--- src/rtl/layer_compositor.sv ---
// Depth-keyed layer compositor: picks the nearest opaque layer (or the background map),
// maps it through the palette and applies a frame-stepped brightness fade.
module layer_compositor #(
    parameter int NUM_LAYERS = 4,
    parameter int IDX_W      = 6,
    parameter int DEPTH_W    = 2,
    parameter int LVL_W      = 4,
    parameter int FADE_RATE  = 2
) (
    input  logic                          Clk,
    input  logic                          Reset,
    input  logic                          FrameStart,
    input  logic                          Blank,
    input  logic [NUM_LAYERS*IDX_W-1:0]   LayerPixel,
    input  logic [NUM_LAYERS*DEPTH_W-1:0] LayerDepth,
    input  logic [IDX_W-1:0]              BgPixel,
    input  logic                          MapForce,
    input  logic                          FadeStart,
    input  logic                          FadeDir,
    output logic                          FadeBusy,
    output logic [LVL_W:0]                FadeLevel,
    output logic [7:0]                    Red,
    output logic [7:0]                    Green,
    output logic [7:0]                    Blue
);

    localparam int             CNT_W    = $clog2(FADE_RATE + 1);
    localparam logic [LVL_W:0] LVL_FULL = {1'b1, {LVL_W{1'b0}}};
    localparam logic [DEPTH_W-1:0] DEPTH_TOP = {DEPTH_W{1'b1}};

    typedef enum logic [1:0] {
        IDLE_BRIGHT,
        FADING_OUT,
        IDLE_DARK,
        FADING_IN
    } fade_state_t;

    // Fixed palette ROM: each channel is a simple bit pattern of the index.
    function automatic logic [23:0] palette(input logic [IDX_W-1:0] idx);
        logic [7:0] r, g, b;
        r = 8'({idx, 2'b11});
        g = 8'({~idx, 2'b01});
        b = 8'({idx[1:0], idx});
        return {r, g, b};
    endfunction

    function automatic logic [7:0] scale_chan(input logic [7:0] c, input logic [LVL_W:0] lvl);
        logic [8+LVL_W:0] prod;
        prod = c * lvl;
        return 8'(prod >> LVL_W);
    endfunction

    fade_state_t      state_q, state_d;
    logic [LVL_W:0]   lvl_q, lvl_d;
    logic [CNT_W-1:0] cnt_q, cnt_d, cnt_inc;
    logic [IDX_W-1:0] idx_p1_q, idx_p1_d;
    logic             blank_p1_q;
    logic [7:0]       red_q, red_d, green_q, green_d, blue_q, blue_d;

    // Stage 1: depth-keyed layer selection.
    always_comb begin
        logic               found;
        logic [DEPTH_W-1:0] best_depth;
        logic [IDX_W-1:0]   best_idx;
        found      = 1'b0;
        best_depth = '0;
        best_idx   = '0;
        for (int k = 0; k < NUM_LAYERS; k++) begin
            if (LayerPixel[k*IDX_W +: IDX_W] != '0 &&
                (!found || LayerDepth[k*DEPTH_W +: DEPTH_W] > best_depth)) begin
                found      = 1'b1;
                best_depth = LayerDepth[k*DEPTH_W +: DEPTH_W];
                best_idx   = LayerPixel[k*IDX_W +: IDX_W];
            end
        end
        idx_p1_d = best_idx;
        if (!found || (MapForce && best_depth != DEPTH_TOP)) begin
            idx_p1_d = BgPixel;
        end
    end

    // Stage 2: palette lookup, fade scaling and blanking.
    always_comb begin
        logic [23:0] rgb;
        rgb     = palette(idx_p1_q);
        red_d   = '0;
        green_d = '0;
        blue_d  = '0;
        if (blank_p1_q) begin
            red_d   = scale_chan(rgb[23:16], lvl_q);
            green_d = scale_chan(rgb[15:8], lvl_q);
            blue_d  = scale_chan(rgb[7:0], lvl_q);
        end
    end

    always_comb begin
        state_d = state_q;
        lvl_d   = lvl_q;
        cnt_inc = cnt_q + 1'b1;
        cnt_d   = cnt_q;
        if (FadeStart && !FadeDir && (state_q == IDLE_BRIGHT || state_q == FADING_IN)) begin
            state_d = FADING_OUT;
            cnt_d   = '0;
        end else if (FadeStart && FadeDir && (state_q == IDLE_DARK || state_q == FADING_OUT)) begin
            state_d = FADING_IN;
            cnt_d   = '0;
        end else if (FrameStart && (state_q == FADING_OUT || state_q == FADING_IN)) begin
            if (cnt_inc == CNT_W'(FADE_RATE)) begin
                cnt_d = '0;
                if (state_q == FADING_OUT) begin
                    lvl_d = lvl_q - 1'b1;
                    if (lvl_q == (LVL_W+1)'(1)) state_d = IDLE_DARK;
                end else begin
                    lvl_d = lvl_q + 1'b1;
                    if (lvl_q == LVL_FULL - 1'b1) state_d = IDLE_BRIGHT;
                end
            end else begin
                cnt_d = cnt_inc;
            end
        end
    end

    always_ff @(posedge Clk) begin
        if (!Reset) begin
            state_q    <= IDLE_BRIGHT;
            lvl_q      <= LVL_FULL;
            cnt_q      <= '0;
            idx_p1_q   <= '0;
            blank_p1_q <= 1'b0;
            red_q      <= '0;
            green_q    <= '0;
            blue_q     <= '0;
        end else begin
            state_q    <= state_d;
            lvl_q      <= lvl_d;
            cnt_q      <= cnt_d;
            idx_p1_q   <= idx_p1_d;
            blank_p1_q <= Blank;
            red_q      <= red_d;
            green_q    <= green_d;
            blue_q     <= blue_d;
        end
    end

    assign FadeBusy  = (state_q == FADING_OUT) || (state_q == FADING_IN);
    assign FadeLevel = lvl_q;
    assign Red       = red_q;
    assign Green     = green_q;
    assign Blue      = blue_q;

endmodule

--- config.mk ---
export PLATFORM = sky130hd
export DESIGN_NAME = layer_compositor
export DESIGN_NICKNAME = d
export VERILOG_FILES = /design/src/rtl/layer_compositor.sv
export SDC_FILE = /design/constraint.sdc
export NUM_CORES = 1
export LEC_CHECK = 0
export CORE_UTILIZATION = 50
export DETAILED_ROUTE_END_ITERATION = 16
export PLACE_DENSITY = 0.78
export SLEW_MARGIN = 20
export SYNTH_ARGS = -nofsm -noshare
export SYNTH_HDL_FRONTEND = slang
export SYNTH_SLANG_ARGS = --single-unit
--- constraint.sdc ---
create_clock -name Clk -period 5.8 [get_ports Clk]
set_clock_uncertainty 0.15 [all_clocks]
set_input_delay 1.16 -clock Clk [delete_from_list [all_inputs] [get_ports Clk]]
set_output_delay 1.16 -clock Clk [all_outputs]
set_load 0.1 [all_outputs]
Yosys cells after proc, flatten, opt, wreduce, memory -nomap -nowiden

Cells that the tools add are included.

Input bits: 45
Register bits after elaboration: 40

$mul: 3
$add $sub $neg: 3
Bitwise gates (word level): 4
Mux-type cells: 22
Order comparisons: 3
Reduce and logical (&&, ||, !) cells: 38
Eq/ne operators: 9

Operators by type and width:

| operator                                                               | count |
|---|---|
| 8-bit by 5-bit multiplier with 12-bit output                           | 3 |
| 6-bit 2-to-1 mux                                                       | 5 |
| 6-bit nonzero test                                                     | 4 |
| 2-bit 2-to-1 mux                                                       | 11 |
| 4-bit AND reduction                                                    | 3 |
| 1-bit logical AND                                                      | 9 |
| 3-bit nonzero test                                                     | 3 |
| 1-bit logical OR                                                       | 7 |
| 2-bit equality test (second input constant)                            | 3 |
| 2-bit > comparator                                                     | 3 |
| 6-bit inverter                                                         | 1 |
| 5-bit by 1-bit adder with 5-bit output (second input constant)         | 1 |
| 5-bit by 1-bit equality test with 1-bit output (second input constant) | 1 |
| 5-bit by 4-bit equality test with 1-bit output (second input constant) | 1 |
| 1-bit zero test                                                        | 5 |
| 1-bit 2-to-1 mux                                                       | 5 |
| 5-bit 2-to-1 mux                                                       | 1 |
| 5-bit by 1-bit subtractor with 5-bit output (second input constant)    | 1 |
| 4-bit by 2-bit != test with 1-bit output (second input constant)       | 1 |
| 2-bit nonzero test                                                     | 2 |
| 4-bit nonzero test                                                     | 1 |
| 3-bit by 1-bit != test with 1-bit output (second input constant)       | 1 |
| 1-bit inverter                                                         | 3 |
| 3-bit OR reduction                                                     | 1 |
| other kinds (6)                                                        | 6 |

Longest topological paths before layout

Depth after elaboration: 18
Mapped depth: 21

Worst setup path before layout

OpenSTA, ideal clock, no wires.

Path type: in2reg
Start point: input LayerPixel[0]
End point: register idx_p1_q[0]
Arrival: 5.535 ns
Data required time: 5.578 ns
Path slack: 0.043 ns
Cell stages on the path: 21
Cells stage by stage: nor4_4 -> nand2_1 -> nand2_1 -> ha_1 -> nor2b_1 -> o21ai_0 -> o211ai_1 -> and2_1 -> ha_1 -> nor2b_1 -> o21ai_0 -> a21boi_4 -> buf_6 -> mux2_2 -> ha_1 -> nor2b_1 -> a2bb2oi_1 -> a22oi_2 -> nand2_1 -> o32ai_4 -> mux2i_1

Word-level cells in the longest chain between the ends: 18

RTL lines:

| element                                               | line | source |
|---|---|---|
| from (decl)                                           | 14   | `input logic [NUM_LAYERS*IDX_W-1:0] LayerPixel,` |
| 6-bit nonzero test                                    | 69   | `if (LayerPixel[k*IDX_W +: IDX_W] != '0 &&` |
| 2-bit 2-to-1 mux or 1-bit 2-to-1 mux (tied branches)  | 69   |  |
| 2-bit > comparator or 1-bit zero test (tied branches) | 70   | `(!found \|\| LayerDepth[k*DEPTH_W +: DEPTH_W] > best_depth)) begin` |
| 1-bit logical OR                                      | 70   |  |
| 1-bit logical AND                                     | 69   |  |
| 2-bit 2-to-1 mux or 1-bit 2-to-1 mux (tied branches)  | 69   |  |
| 2-bit > comparator or 1-bit zero test (tied branches) | 70   |  |
| 1-bit logical OR                                      | 70   |  |
| [... 2 more ...]                                      | -    |  |
| 2-bit > comparator or 1-bit zero test (tied branches) | 70   |  |
| 1-bit logical OR                                      | 70   |  |
| 1-bit logical AND                                     | 69   |  |
| 2-bit 2-to-1 mux                                      | 69   |  |
| 2-bit != test                                         | 77   | `if (!found \|\| (MapForce && best_depth != DEPTH_TOP)) begin` |
| 1-bit logical AND                                     | 77   |  |
| 1-bit logical OR                                      | 77   |  |
| 6-bit 2-to-1 mux (*)                                  | 77   |  |
| to (signal assigned)                                  | 137  | `idx_p1_q <= idx_p1_d;` |
| to (decl)                                             | 56   | `logic [IDX_W-1:0] idx_p1_q, idx_p1_d;` |

Mark *: on every way between the ends. The rest lies on a longest branch, timed or not.
A chain may end at the register's enable or synchronous reset.

Worst setup path in the final report

Start point: input LayerPixel[5]
End point: register idx_p1_q[0]

Word-level cells in the longest chain between the ends: 18

RTL lines:

| element                                               | line |
|---|---|
| 6-bit nonzero test (*)                                | 69 |
| 2-bit 2-to-1 mux or 1-bit 2-to-1 mux (tied branches)  | 69 |
| 2-bit > comparator or 1-bit zero test (tied branches) | 70 |
| 1-bit logical OR                                      | 70 |
| 1-bit logical AND                                     | 69 |
| 2-bit 2-to-1 mux or 1-bit 2-to-1 mux (tied branches)  | 69 |
| 2-bit > comparator or 1-bit zero test (tied branches) | 70 |
| 1-bit logical OR                                      | 70 |
| [... 2 more ...]                                      | - |
| 2-bit > comparator or 1-bit zero test (tied branches) | 70 |
| 1-bit logical OR                                      | 70 |
| 1-bit logical AND                                     | 69 |
| 2-bit 2-to-1 mux                                      | 69 |
| 2-bit != test                                         | 77 |
| 1-bit logical AND                                     | 77 |
| 1-bit logical OR                                      | 77 |
| 6-bit 2-to-1 mux (*)                                  | 77 |

Marked as above.

==> results.cfg <==
[critical_path]
ff2ff_path_depth = 14
crit_type = input pin to register
cp.arrival_ps = 5690
reg2reg_slack_ps = 1270
path_buf_inv = 3
slowest_delay_ps = 430
cp.required_ps = 5880
cp_top_family = compound AO/OA/AOI/OAI gates
cp-start-kind = input pin
cp_cell_sequence = clkdlybuf4s50_1 -> nor2_1 -> nand2_1 -> nand2_1 -> ha_1 -> nor2b_2 -> o21a_1 -> o211ai_1 -> nand2_1 -> ha_1 -> nand2_1 -> o21ai_0 -> buf_4 -> a21boi_4 -> mux2_2 -> ha_1 -> nor2b_2 -> a2bb2oi_2 -> a22oi_2 -> nand2_2 -> o32ai_4 -> buf_12 -> mux2i_1
crit_slowest_cell = clkdlybuf4s50_1
worstSetupEndpointType = register
crit_cells = 23
path_common_cell = nand2_1
crit_fanout = 6

[synth]
ys.flop_type = dfxtp_1
synth.most_common_cell = inv_1
yosysTopAreaCellShare_pct = 17.9
yosysSeqAreaShare_pct = 16.4
syn_area_um2 = 4880
synth_edf_count = 0
async_flop_share_pct = 0
syn_nets = 712
ys_ff_latch = 40
yosysTopAreaCell = ha_1
synthCells = 558
synthTopCellsByArea = ha_1 (18%), dfxtp_1 (16%), fa_1 (16%)
yosysUniqueCellTypes = 61
yosysWarnings = 0
avgSynthCellArea_um2 = 8.74
synthTopCellsByCount = inv_1 (73), ha_1 (70), nand2_1 (47)

[clocking]
hold_buffers = 0
numCtsBuffers = 5
path_clk_slew_ps = 80
cts_tree = yes
clk_latency_ps = 290
htreeDepth = 2
root_buffer = clkbuf_8
cts_sinks = 40
clock_path_buffers = 2

[die]
core_um2 = 9330
num_rows = 35
initial_core_util_pct = 52.3
ios = 75
die_y_um = 101
die_w_um = 101
die_area_um2 = 10200

[route]
ant_nets = 0
via_per_inst = 5.39
drtPass1Iterations = 4
vias = 4159
wl_um = 11300
drc = 0
dr.first_iter.drc_count = 255
detail_route.wl_per_cell_um = 14.6

[place]
place_area_um2 = 5860
port_buffers = 74
place.gp.congestion = 0.918
place_hpwl_um = 9220

[sta]
tightest_slew_ps = 972
fin_crit_sh_pct = 96.8
fin_tns_setup_ps = 0
finalSetupViolCount = 0
finalHoldViolCount = 0
finalMaxSlewViolations = 0
timing.fmax_mhz = 178
period_needed_ps = 5610
timing.hold.ws_ps = 307
slew_headroom_pct = 35.0

[pwr]
power_mw = 1.24
p_leak_nw = 2.96
peakVddDrop_mv = 0.137
power.density_nw_per_um2 = 205

[final_layout]
fin_util_pct = 65.0
layout.nets = 795
insertedDiodeCount = 0
num-fill-cells = 761
final_area_um2 = 6060
drive_above_1_share_pct = 9.50
area_delta_synth_final_pct = 24.2

[job]
cap_violations = 0

[global_route]
grt_pass1_wl_um = 19400
track_usage_pct = 24.1
grt_start_max_net_pins = 22
antenna_found_initial = 0
grt_pass1_vias = 4087
overflow = 0

[status]
status = completed

[min_path]
holdPathStages = 2
hp-class = register to register
registers in the layout, summed over array words and instances, names as in the netlist:
name,count
FadeLevel,5
Red,8
Green,8
Blue,8
blank_p1_q,1
cnt_q,2
idx_p1_q,6
state_q,2
worst register-to-register path, stage by stage, from the launching register on:
cell and delay [ps]:
dfxtp_1 690, inv_1 280, nor2_1 170, ha_1 240, inv_1 80, fa_1 410
fa_1 550, inv_1 60, ha_1 330, a21o_1 190, a21oi_1 250, o21bai_1 120
a2111oi_0 600, nor3_1 110, o21a_1 200
final timing paths:
check,from,to
max,LayerPixel[5],idx_p1_q[0]
min reg2reg,cnt_q[1],cnt_q[1]
max reg2reg,FadeLevel[2],Green[7]
min,cnt_q[1],cnt_q[1]
final cells by class:
class | instances | area (µm²) | share of cell area, %
Clock buffer | 7 | 96.3 | 1.59
Timing Repair Buffer | 93 | 903 | 14.9
Multi-Input combinational cell | 428 | 3800 | 62.6
Inverter | 73 | 274 | 4.52
Clock inverter | 1 | 30.0 | 0.495
Tap cell | 129 | 161 | 2.66
Sequential cell | 40 | 801 | 13.2
cells by family (layout without fill, tap and decap cells):
logic type	count (synthesis)	in the layout	share of synthesized area [%]
simple gates	180	180	19.4
buf+inv	90	174	7.10
fa+ha+maj	109	109	33.9
mux	16	16	3.44
compound gates	97	97	15.0
xor+xnor	26	26	4.67
flops	40	40	16.4
placed cells by master, fill, tap and decap left out, drive strengths merged, types with 6 or more instances in the layout:
| cell type | netlist | layout |
|---|---|---|
| a21o | 10 | 10 |
| a21oi | 20 | 20 |
| a31oi | 6 | 6 |
| and2 | 20 | 20 |
| buf | 2 | 19 |
| clkbuf | 15 | 7 |
| clkdlybuf4s50 | 0 | 71 |
| dfxtp | 40 | 40 |
| fa | 39 | 39 |
| ha | 70 | 70 |
| inv | 73 | 73 |
| mux2 | 6 | 6 |
| mux2i | 10 | 10 |
| nand2 | 47 | 47 |
| nand2b | 26 | 26 |
| nand3b | 6 | 6 |
| nor2 | 44 | 44 |
| nor3 | 6 | 6 |
| o21ai | 14 | 14 |
| xnor2 | 20 | 20 |
| xor2 | 6 | 6 |
metal layers:
layer  up-vias  global-route usage [%]  routed length (µm)
met2       110                    40.0                5240
met5         -                       0                   0
met4         0                    4.68                  81
li1       2053                       -                   -
met1      1989                    33.8                5460
met3         7                    2.98                 505
power by group:
group | internal (mW) | leakage (nW) | switching, mW | total (mW)
clock network | 0.152 | 0.0645 | 0.102 | 0.254
registers | 0.300 | 0.326 | 0.0434 | 0.343
logic | 0.286 | 2.57 | 0.361 | 0.647
what timing repair did:
item / CTS / global route
resized for setup: 2 / 18
setup endpoints to repair: 6 / 6
setup buffers: 0 / 1
pin swaps: 0 / 4
metrics by stage:
step                      instances  setup slack [ps]
after global routing            771             -36.1
final                           771               185
after floorplan                 558              43.3
after detailed placement        762              -438
after global placement          762              -300
after CTS                       770              31.8
Power figures use the tool's default switching activity.
